## config.mk

```make
export PLATFORM = sky130hd
export DESIGN_NAME = mul4_c
export DESIGN_NICKNAME = d
export VERILOG_FILES = /design/src/rtl/mul4_c_pkg.sv /design/src/rtl/mul4_c_step.sv /design/src/rtl/mul4_c.sv
export SDC_FILE = /design/constraint.sdc
export NUM_CORES = 1
export LEC_CHECK = 0
export BUFFER_PORTS_ARGS = -buffer_cell sky130_fd_sc_hd__buf_2
export CAP_MARGIN = 30
export CORE_ASPECT_RATIO = 1.25
export CORE_UTILIZATION = 25
export CTS_BUF_LIST = sky130_fd_sc_hd__clkbuf_4 sky130_fd_sc_hd__clkbuf_8
export DETAILED_ROUTE_END_ITERATION = 12
export PLACE_DENSITY_LB_ADDON = 0.15
export SLEW_MARGIN = 20
export SYNTH_ARGS = -nofsm -noshare
export SYNTH_HDL_FRONTEND = slang
export SYNTH_SLANG_ARGS = --single-unit
```

## constraint.sdc

```tcl
create_clock -name clk -period 4.8 [get_ports clk]
set_input_delay 0.96 -clock clk [delete_from_list [all_inputs] [get_ports clk]]
set_output_delay 0.96 -clock clk [all_outputs]
set_load 0.05 [all_outputs]
```

## src/rtl/mul4_c_pkg.sv

```systemverilog
// Shared types and sizing helpers for the mul4_c iterative multiplier.
package mul4_c_pkg;

  typedef enum logic [1:0] {
    LOAD,
    RUN,
    DONE
  } state_e;

  localparam int unsigned WIDTH_DEF = 4;

  function automatic int unsigned cnt_w(input int unsigned w);
    return (w > 1) ? $clog2(w) : 1;
  endfunction

endpackage

```

## src/rtl/mul4_c_step.sv

```systemverilog
// One shift-add step: conditionally adds a_r shifted by count into the accumulator.
module mul4_c_step
  import mul4_c_pkg::*;
#(
  parameter int unsigned WIDTH = WIDTH_DEF,
  parameter int unsigned CW    = cnt_w(WIDTH)
) (
  input  logic [2*WIDTH-1:0] acc_in,
  input  logic [WIDTH-1:0]   a_r,
  input  logic               bit_i,
  input  logic [CW-1:0]      count,
  output logic [2*WIDTH-1:0] acc_out
);

  logic [2*WIDTH-1:0] partial;

  always_comb begin
    partial = (2*WIDTH)'(a_r) << count;
    acc_out = bit_i ? (acc_in + partial) : acc_in;
  end

endmodule

```

## src/rtl/mul4_c.sv

```systemverilog
// Free-running iterative unsigned multiplier (LOAD -> RUN x WIDTH -> DONE).
// Optional `done` pulse port enabled by defining MUL4_C_DONE_EN.
module mul4_c
  import mul4_c_pkg::*;
#(
  parameter int unsigned WIDTH = WIDTH_DEF
) (
  input  logic               clk,
  input  logic               rst_n,
  input  logic [WIDTH-1:0]   a,
  input  logic [WIDTH-1:0]   b,
  output logic [2*WIDTH-1:0] z
`ifdef MUL4_C_DONE_EN
  ,
  output logic               done
`endif
);

  localparam int unsigned CW = cnt_w(WIDTH);

  state_e             state_q;
  logic [WIDTH-1:0]   a_r_q;
  logic [WIDTH-1:0]   b_r_q;
  logic [2*WIDTH-1:0] acc_q;
  logic [2*WIDTH-1:0] acc_d;
  logic [CW-1:0]      count_q;
  logic [2*WIDTH-1:0] z_q;
`ifdef MUL4_C_DONE_EN
  logic               done_q;
`endif

  mul4_c_step #(
    .WIDTH (WIDTH),
    .CW    (CW)
  ) u_step (
    .acc_in  (acc_q),
    .a_r     (a_r_q),
    .bit_i   (b_r_q[count_q]),
    .count   (count_q),
    .acc_out (acc_d)
  );

  always_ff @(posedge clk or negedge rst_n) begin
    if (!rst_n) begin
      state_q <= LOAD;
      a_r_q   <= '0;
      b_r_q   <= '0;
      acc_q   <= '0;
      count_q <= '0;
      z_q     <= '0;
`ifdef MUL4_C_DONE_EN
      done_q  <= 1'b0;
`endif
    end else begin
`ifdef MUL4_C_DONE_EN
      done_q <= 1'b0;
`endif
      case (state_q)
        LOAD: begin
          a_r_q   <= a;
          b_r_q   <= b;
          acc_q   <= '0;
          count_q <= '0;
          state_q <= RUN;
        end
        RUN: begin
          // Operand change aborts the iteration so no stale partial can reach z.
          if ((a != a_r_q) || (b != b_r_q)) begin
            state_q <= LOAD;
          end else begin
            acc_q <= acc_d;
            if (count_q == CW'(WIDTH - 1)) begin
              state_q <= DONE;
            end else begin
              count_q <= count_q + CW'(1);
            end
          end
        end
        DONE: begin
          z_q     <= acc_q;
`ifdef MUL4_C_DONE_EN
          done_q  <= 1'b1;
`endif
          state_q <= LOAD;
        end
        default: state_q <= LOAD;
      endcase
    end
  end

  assign z = z_q;
`ifdef MUL4_C_DONE_EN
  assign done = done_q;
`endif

endmodule

```

==> results.toml, run 1 <==
[run_status]
outcome = "completed"

[clocking]
cts_hold_buf = 0
numCtsBuffers = 3
post_cts_buffers = 0
numClockSinks = 28
tritoncts = "done"
clockRootBuffer = "clkbuf_8"
clk_path_buf_depth = 2
htreeDepth = 1
clk_pin_slew_ns = 0.11
clkLatencyLatePin_ns = 0.28
cts_resized = 0

[layout]
final_util = 0.293
nets = 194
fin_cells = 261
antenna_cells = 0
syn2layout_area_growth_pct = 13.6
drive_gt1_frac = 0.241
fill_cells = 681

[sta]
worst_pin_slew_ns = 0.663
finalCriticalPeriod_ns = 2.55
setup_ws_ns = 2.25
relSlewSlack = 0.557
rsz0062_at_grt = "no"
fmax_mhz = 392
slew_violations = 0
hold_viol_final = 0
final.setup.tns_ns = 0
setup_violations = 0
finalClockSkew_ns = 0.0138
post-route-period-util = 0.532

[pwr]
finalPower_uw = 572
power.density_nw_per_um2 = 298
p_leak_nw = 0.882
peakVddDrop_mv = 0.114

[setup_path]
worstSetupEndpointType = "flop"
arrival_ns = 2.74
r2r_slack_ns = 2.25
critical_path_required_ns = 4.98
criticalPathCategory = "reg -> reg"
cp_max_fo = 15
rr_startpoint = "count_q[0]"
r2r_cells = 8
regToRegEndpoint = "acc_q[6]"
cp-start-kind = "flop"

[yosys]
synth-edff-count = 0
yosysSeqAreaShare = 0.414
synth_seq_cells = 28
async_flop_share = 1.00
synth_area_um2 = 1690
synth_ff_type = "dfrtp_1"
syn_area_per_cell_um2 = 10.6
synth_area_leaders = "dfrtp_1, mux2_2, xnor2_1, ha_1, nand2_1"
yosysUniqueCellTypes = 35
yosys_warnings = 0
syn_nets = 179
postSynthCellCount = 160
yosysMostFrequentCell = "dfrtp_1"
synth_top_area_frac = 0.414
synth_top_cells_by_count = "dfrtp_1, nand2_1, mux2_2"
synth_area_leader_cell = "dfrtp_1"

[placed_design]
place_congestion = 0.771
place_ws_ns = 2.22
io_buffers = 17
hpwlAfterDp_um = 2770
placed_cells = 257

[global_route]
grt_use_total = 0.114
first_global_vias = 1279
antenna_found_initial = 0
grt_pass1_wl_um = 6040
grt_start_max_net_pins = 29
overflow = 0

[route]
wl_um = 3570
vias_per_cell = 4.74
antenna_left = 0
dr.pass1.iters = 4
via_count = 1237
wire_per_inst_um = 13.7
drcViolationCount = 0
drt_iter0_drc = 84

[min_path]
holdPathEnd = "z[3]"
hold_start = "z[3]"
hold_class = "reg -> reg"
hold_path_depth = 1

[flow_run]
max_cap_violations = 0

[floorplan]
core_area_um2 = 6570
die_h_um = 94.0
die_area_um2 = 7100
num_rows = 33
num_io_pins = 18
die_w_um = 75.6
start_util = 0.258
[critical path, stage by stage, from the launching register on]
cell      delay (ns)
dfrtp_1         0.70
nor3b_1         0.17
ha_1            0.27
fa_1            0.44
a211oi_1        0.26
o21bai_1        0.11
a21oi_1         0.19
xnor2_1         0.10
a31o_1          0.21
[layout make-up]
| type | instances | area [um^2] | area share |
|---|---|---|---|
| repair buffers | 17 | 85.1 | 0.0443 |
| clock buffers | 3 | 41.3 | 0.0215 |
| clock inverters | 1 | 30.0 | 0.0156 |
| inverters | 1 | 3.75 | 0.00195 |
| well taps | 87 | 109 | 0.0566 |
| flip-flops and latches | 28 | 701 | 0.365 |
| multi-input cells | 124 | 952 | 0.495 |
[sequential cells by signal, summed over array words and instances, names as in the netlist]
| name | cells |
|---|---|
| acc_q | 8 |
| z | 8 |
| a_r_q | 4 |
| b_r_q | 4 |
| count_q | 2 |
| state_q | 2 |
[logic make-up after synthesis]
kind of cell / synth area share
AND/OR/NAND/NOR: 0.124
AO/OA/AOI/OAI: 0.156
flip-flops: 0.414
multiplexers: 0.144
XOR/XNOR: 0.0673
adder cells (fa/ha/maj): 0.0710
buffers and inverters: 0.0229
[worst max-delay path by stage]
stage	slack, ns	start	depth (start not counted)	endpoint
final	2.25	count_q[0]	8	acc_q[6]
after global routing	2.10	count_q[0]	8	acc_q[6]
after global placement	2.20	a[2]	6	acc_q[3]
after floorplan	2.41	count_q[1]	10	acc_q[7]
after detailed placement	2.22	a[2]	6	acc_q[3]
after CTS	2.26	count_q[0]	8	acc_q[6]
[cell usage in the layout, fill, tap and decap left out, types with 5 or more instances in the layout]
cell type   n
a21o_1      5
a21oi_1     5
a31o_1      7
buf_2      17
dfrtp_1    28
ha_1        8
mux2_2     17
nand2_1    24
nor2_1      5
o21ai_0    10
xnor2_1    12
[power by group]
group / total (mW) / internal [mW] / switching [mW] / leakage, nW
logic: 0.108 / 0.0516 / 0.0561 / 0.478
registers: 0.276 / 0.251 / 0.0250 / 0.368
clock network: 0.189 / 0.112 / 0.0769 / 0.0357
[metal layers]
layer | global-route usage | part of all wire
met5 | 0 | 0
met4 | 0.0293 | 0.015
met3 | 0.0172 | 0.034
met2 | 0.202 | 0.51
met1 | 0.141 | 0.44
[through the flow]
step	hold WS [ns]	area (um^2)
2_1_floorplan	0.490	1690
3_3_place_gp	0.482	1850
3_5_place_dp	0.491	1850
4_1_cts	0.513	1920
5_1_grt	0.533	1920
6_report	0.510	1920
Note: power is estimated with default switching activity, not from simulation.
==> run 2, diff against run 1 <==
ABC_AREA = 1   (was default)
clock period = 2.2 ns   (was 4.8 ns; I/O delays follow)
==> results.toml, run 2 <==
[yosys]
synth_seq_cells = 28
synth_top_cells_by_count = "nand2_1, inv_1, dfrtp_1"
synth_top_area_frac = 0.375
synth_area_leaders = "dfrtp_1, nand2_1, inv_1, ha_1, mux2_2"
postSynthCellCount = 255
synth_area_um2 = 1870
yosysMostFrequentCell = "nand2_1"
yosys_warnings = 0
syn_nets = 274
synth_ff_type = "dfrtp_1"
async_flop_share = 1.00
synth_area_leader_cell = "dfrtp_1"
synth-edff-count = 0
yosysUniqueCellTypes = 27
yosysSeqAreaShare = 0.375
syn_area_per_cell_um2 = 7.32

[flow_run]
max_cap_violations = 0

[sta]
post-route-period-util = 0.896
setup_ws_ns = 0.229
finalClockSkew_ns = 0.00891
slew_violations = 0
relSlewSlack = 0.546
fmax_mhz = 507
worst_pin_slew_ns = 0.681
hold_viol_final = 0
final.setup.tns_ns = 0
finalCriticalPeriod_ns = 1.97
setup_violations = 0
rsz0062_at_grt = "no"

[clocking]
cts_hold_buf = 0
tritoncts = "done"
clkLatencyLatePin_ns = 0.28
numCtsBuffers = 3
clk_pin_slew_ns = 0.10
clockRootBuffer = "clkbuf_8"
clk_path_buf_depth = 2
htreeDepth = 1
numClockSinks = 28

[setup_path]
cp-start-kind = "flop"
max_stage_delay_ns = 0.49
critical_path_required_ns = 2.43
cp_max_fo = 11
cp_common_cell = "nand2_1"
cp_cell_sequence = "buf_4 > nor3_1 > ha_1 > fa_1 > nand3_1 > nand3_1 > nand2_1 > nand2_1 > nand4_1 > nand2_1"
cp_slowest_cell = "dfrtp_2"
worstSetupEndpointType = "flop"
arrival_ns = 2.20
criticalPathCategory = "reg -> reg"

[layout]
antenna_cells = 0
multi_input_area_um2 = 978
syn2layout_area_growth_pct = 12.7
final_util = 0.296
nets = 294
final_area_um2 = 2100
final_common_cell = "nand2_1"
final_cell_mix = "nand2_1, inv_1, dfrtp_1"
seq_area_um2 = 702
drive_gt1_frac = 0.197
fill_cells = 776

[placed_design]
hpwlAfterDp_um = 3310
place_congestion = 0.842
io_buffers = 17
place_ws_ns = 0.0957
place_area_um2 = 2030

[floorplan]
start_util = 0.263
core_area_um2 = 7100
die_w_um = 79.3
die_area_um2 = 7820
num_rows = 34
num_io_pins = 18
die_h_um = 98.6

[global_route]
antenna_found_initial = 0
first_global_vias = 1632
overflow = 0
grt_use_total = 0.126
grt_pass1_wl_um = 7730
grt_start_max_net_pins = 29

[route]
drcViolationCount = 0
drt_iter0_drc = 71
wire_per_inst_um = 11.8
dr.pass1.iters = 4
antenna_left = 0
wl_um = 4300
vias_per_cell = 4.33
via_count = 1577

[pwr]
power.density_nw_per_um2 = 834
p_leak_nw = 1.21
finalPower_mw = 1.75
peakVddDrop_mv = 0.389

[min_path]
hold_class = "in -> async"

[run_status]
outcome = "completed"
## run 2: changes by cell type after synthesis, sizes merged, moves of 7 or more
cell,before,now
nand2,24,101
nand4,2,10
a31o,7,0
nand3,3,15
mux2,17,7
nor2,5,17
inv,1,41
xnor2,12,1
## run 2: logic make-up (layout without fill, tap and decap cells)
logic type                 after synthesis  in the layout  share of synthesized area
adders and majority gates                9              9                     0.0643
buffers and inverters                   45             64                      0.101
AOI/OAI and AO/OA                       17             17                     0.0456
xor gates and xnor gates                 2              2                    0.00939
muxes                                    8              8                     0.0476
DFF                                     28             28                      0.375
and+or+nand+nor                        146            146                      0.357
## run 2: area by class of cell
cell class / count / share of cell area
Multi-Input combinational cell: 182 / 0.465
Tap cell: 90 / 0.0535
Sequential cell: 28 / 0.334
Timing Repair Buffer: 19 / 0.0476
Inverter: 41 / 0.0743
Clock buffer: 4 / 0.0262
## run 2: metal layers
metal / routed length (um) / GRT usage / part of all wire
met5: 0 / 0 / 0
met1: 2040 / 0.152 / 0.47
met2: 2110 / 0.227 / 0.49
met4: 55 / 0.0420 / 0.013
met3: 90 / 0.0167 / 0.021
## run 2: where the power goes
group          switching [mW]  internal, mW  total (mW)
clock network           0.170         0.160       0.330
registers              0.0799         0.600       0.680
logic                   0.513         0.231       0.745
total                   0.763         0.992        1.75
## run 2: repair_timing
action | 4_1_cts | 5_1_grt
endpoints found under the setup margin | 0 | 5
gates resized for setup | 0 | 6
buffers inserted | 0 | 2
## run 2: worst paths after layout
| check | start | end | slack, ns | cells past startpoint |
|---|---|---|---|---|
| setup / recovery | count_q[0] | acc_q[6] | 0.23 | 10 |
| hold / removal | rst_n | a_r_q[0] | 0.19 | 1 |
| setup reg to reg | count_q[0] | acc_q[6] | 0.23 | 10 |
| hold reg to reg | z[6] | z[6] | 0.51 | 1 |
| max in group asynchronous | rst_n | count_q[0] | 1.53 | 1 |
| min in group clk | a[3] | a_r_q[3] | 0.39 | 3 |
## run 2: per-stage QoR
stage	hold WS (ns)	instances
6_report	0.190	364
5_1_grt	0.244	364
4_1_cts	0.208	362
3_5_place_dp	0.479	358
3_3_place_gp	0.467	358
2_1_floorplan	0.144	255
## run 2: worst max-delay path: cells and delay by family (launching register included)
family	cells	cell delay [ns]
adders and majority gates	2	0.51
buffers and inverters	1	0.17
DFF	1	0.49
and+or+nand+nor	7	0.75
==> run 3, diff against run 2 <==
RECOVER_POWER = 25   (was default)
clock period = 1.6 ns   (was 2.2 ns; I/O delays follow)
==> results.toml, run 3 (synthesized netlist as in run 2, its figures left out) <==
[sta]
worst_pin_slew_ns = 0.751
finalCriticalPeriod_ns = 1.84
hold_viol_final = 0
slew_violations = 0
setup_ws_ns = -0.238
fmax_mhz = 544
post-route-period-util = 1.15
rsz0062_at_grt = "yes"
setup_violations = 8
finalClockSkew_ns = 0.00699
relSlewSlack = 0.500
timing.hold.ws_ns = 0.174

[pwr]
power.density_nw_per_um2 = 1180
p_leak_nw = 1.42
peakVddDrop_mv = 0.438

[clocking]
tritoncts = "done"
htreeDepth = 1
clk_path_buf_depth = 2
clkLatencyLatePin_ns = 0.28
numCtsBuffers = 3
clockRootBuffer = "clkbuf_8"
clk_pin_slew_ns = 0.11
cts_hold_buf = 0
numClockSinks = 28

[route]
vias_per_cell = 4.30
drcViolationCount = 0
dr.pass1.iters = 4
antenna_left = 0
via_count = 1700
drt_iter0_drc = 47
wl_um = 4780
wire_per_inst_um = 12.1

[setup_path]
r2r_slack_ns = -0.24
arrival_ns = 2.02
max_stage_delay_ns = 0.46
criticalPathCategory = "reg -> reg"
cp_slowest_cell = "dfrtp_2"
critical_path_required_ns = 1.78
cp-start-kind = "flop"
cpLargestDelayFamily = "simple AND/OR/NAND/NOR gates"
cp_common_cell = "nand2_1"
worstSetupEndpointType = "flop"
regToRegEndpoint = "acc_q[7]"
cp_cell_sequence = "buf_6 > nand2_2 > o21ai_4 > buf_4 > nor2_4 > ha_4 > nand3_2 > nand3_4 > nand2_2 > nand2_1 > nand2_1 > nand2_1 > nand4_1 > nand2_1"
worst-path-buf-inv = 2
crit_cells = 14
rr_startpoint = "count_q[0]"
cp_max_fo = 5
r2r_cells = 14

[global_route]
grt_use_total = 0.131
grt_pass1_wl_um = 8090
grt_start_max_net_pins = 29
antenna_found_initial = 0
first_global_vias = 1718
overflow = 0

[layout]
antenna_cells = 0
final_common_cell = "nand2_1"
final_area_um2 = 2600
syn2layout_area_growth_pct = 39.2
drive_gt1_frac = 0.390
nets = 325
final_cell_mix = "nand2_1, inv_1, dfrtp_1, buf_4, buf_2"
final_util = 0.366

[placed_design]
hpwlAfterDp_um = 3410
place_congestion = 0.824
io_buffers = 17
place_area_um2 = 2200

[floorplan]
start_util = 0.263
die_h_um = 98.6
core_area_um2 = 7100
die_area_um2 = 7820
num_io_pins = 18
die_w_um = 79.3
num_rows = 34

[flow_run]
max_cap_violations = 0

[min_path]
hold_class = "in -> async"

[run_status]
violations = "negative setup slack"
outcome = "finished with violations"
==> run 3: cell count changes in the layout (fill, tap and decap cells not counted), moves of 5 or more <==
cell / previous run / this run
buf_4: 2 / 24
buf_6: 0 / 5
nand2_1: 93 / 82
nand2_2: 6 / 14
==> run 3: worst reg2reg max path: stages, from the launching register on <==
cell	delay, ns
dfrtp_2	0.46
buf_6	0.15
nand2_2	0.09
o21ai_4	0.06
buf_4	0.14
nor2_4	0.14
ha_4	0.22
nand3_2	0.08
nand3_4	0.08
nand2_2	0.07
nand2_1	0.05
nand2_1	0.05
nand2_1	0.04
nand4_1	0.06
nand2_1	0.05
==> run 3: where the power goes <==
| group | internal, mW | switching (mW) |
|---|---|---|
| combinational | 0.725 | 0.922 |
| clock | 0.221 | 0.242 |
| sequential | 0.830 | 0.126 |
| total | 1.78 | 1.29 |
==> run 3: how the worst max path moves through the flow <==
stage	startpoint	end
6_report	count_q[0]	acc_q[7]
5_1_grt	count_q[0]	acc_q[5]
4_1_cts	count_q[0]	acc_q[7]
3_5_place_dp	count_q[0]	acc_q[5]
3_3_place_gp	count_q[0]	acc_q[5]
2_1_floorplan	count_q[0]	acc_q[5]
==> run 3: area by class of cell <==
class / count / area (um^2)
Fill cell: 758 / 4510
Multi-Input combinational cell: 183 / 1200
Tap cell: 90 / 113
Clock buffer: 4 / 55.1
Timing Repair Buffer: 49 / 367
Inverter: 41 / 156
Sequential cell: 28 / 706
==> run 3: through the flow <==
| step | instances | setup slack, ns | TNS, ns | total power [mW] |
|---|---|---|---|---|
| after floorplan | 255 | -0.0777 | -0.365 | 1.78 |
| after global routing | 395 | -0.418 | -2.57 | 3.32 |
| after CTS | 386 | -0.210 | -1.26 | 2.76 |
| after global placement | 375 | -0.277 | -1.47 | 2.14 |
| after detailed placement | 375 | -0.275 | -1.41 | 2.14 |
| final | 395 | -0.238 | -1.33 | 3.07 |
==> run 3: routing by layer <==
layer / share of wire / up-vias / global-route usage
met5: 0 / - / 0
met1: 0.47 / 778 / 0.161
met2: 0.51 / 13 / 0.238
met3: 0.018 / 4 / 0.0157
met4: 0.0082 / 0 / 0.0350
li1: - / 905 / -
==> run 3: what timing repair did <==
item / CTS / global route
resized for setup: 20 / 25
gates cloned: 0 / 1
setup buffers: 7 / 8
setup endpoints to repair: 7 / 10
pin swaps: 7 / 16
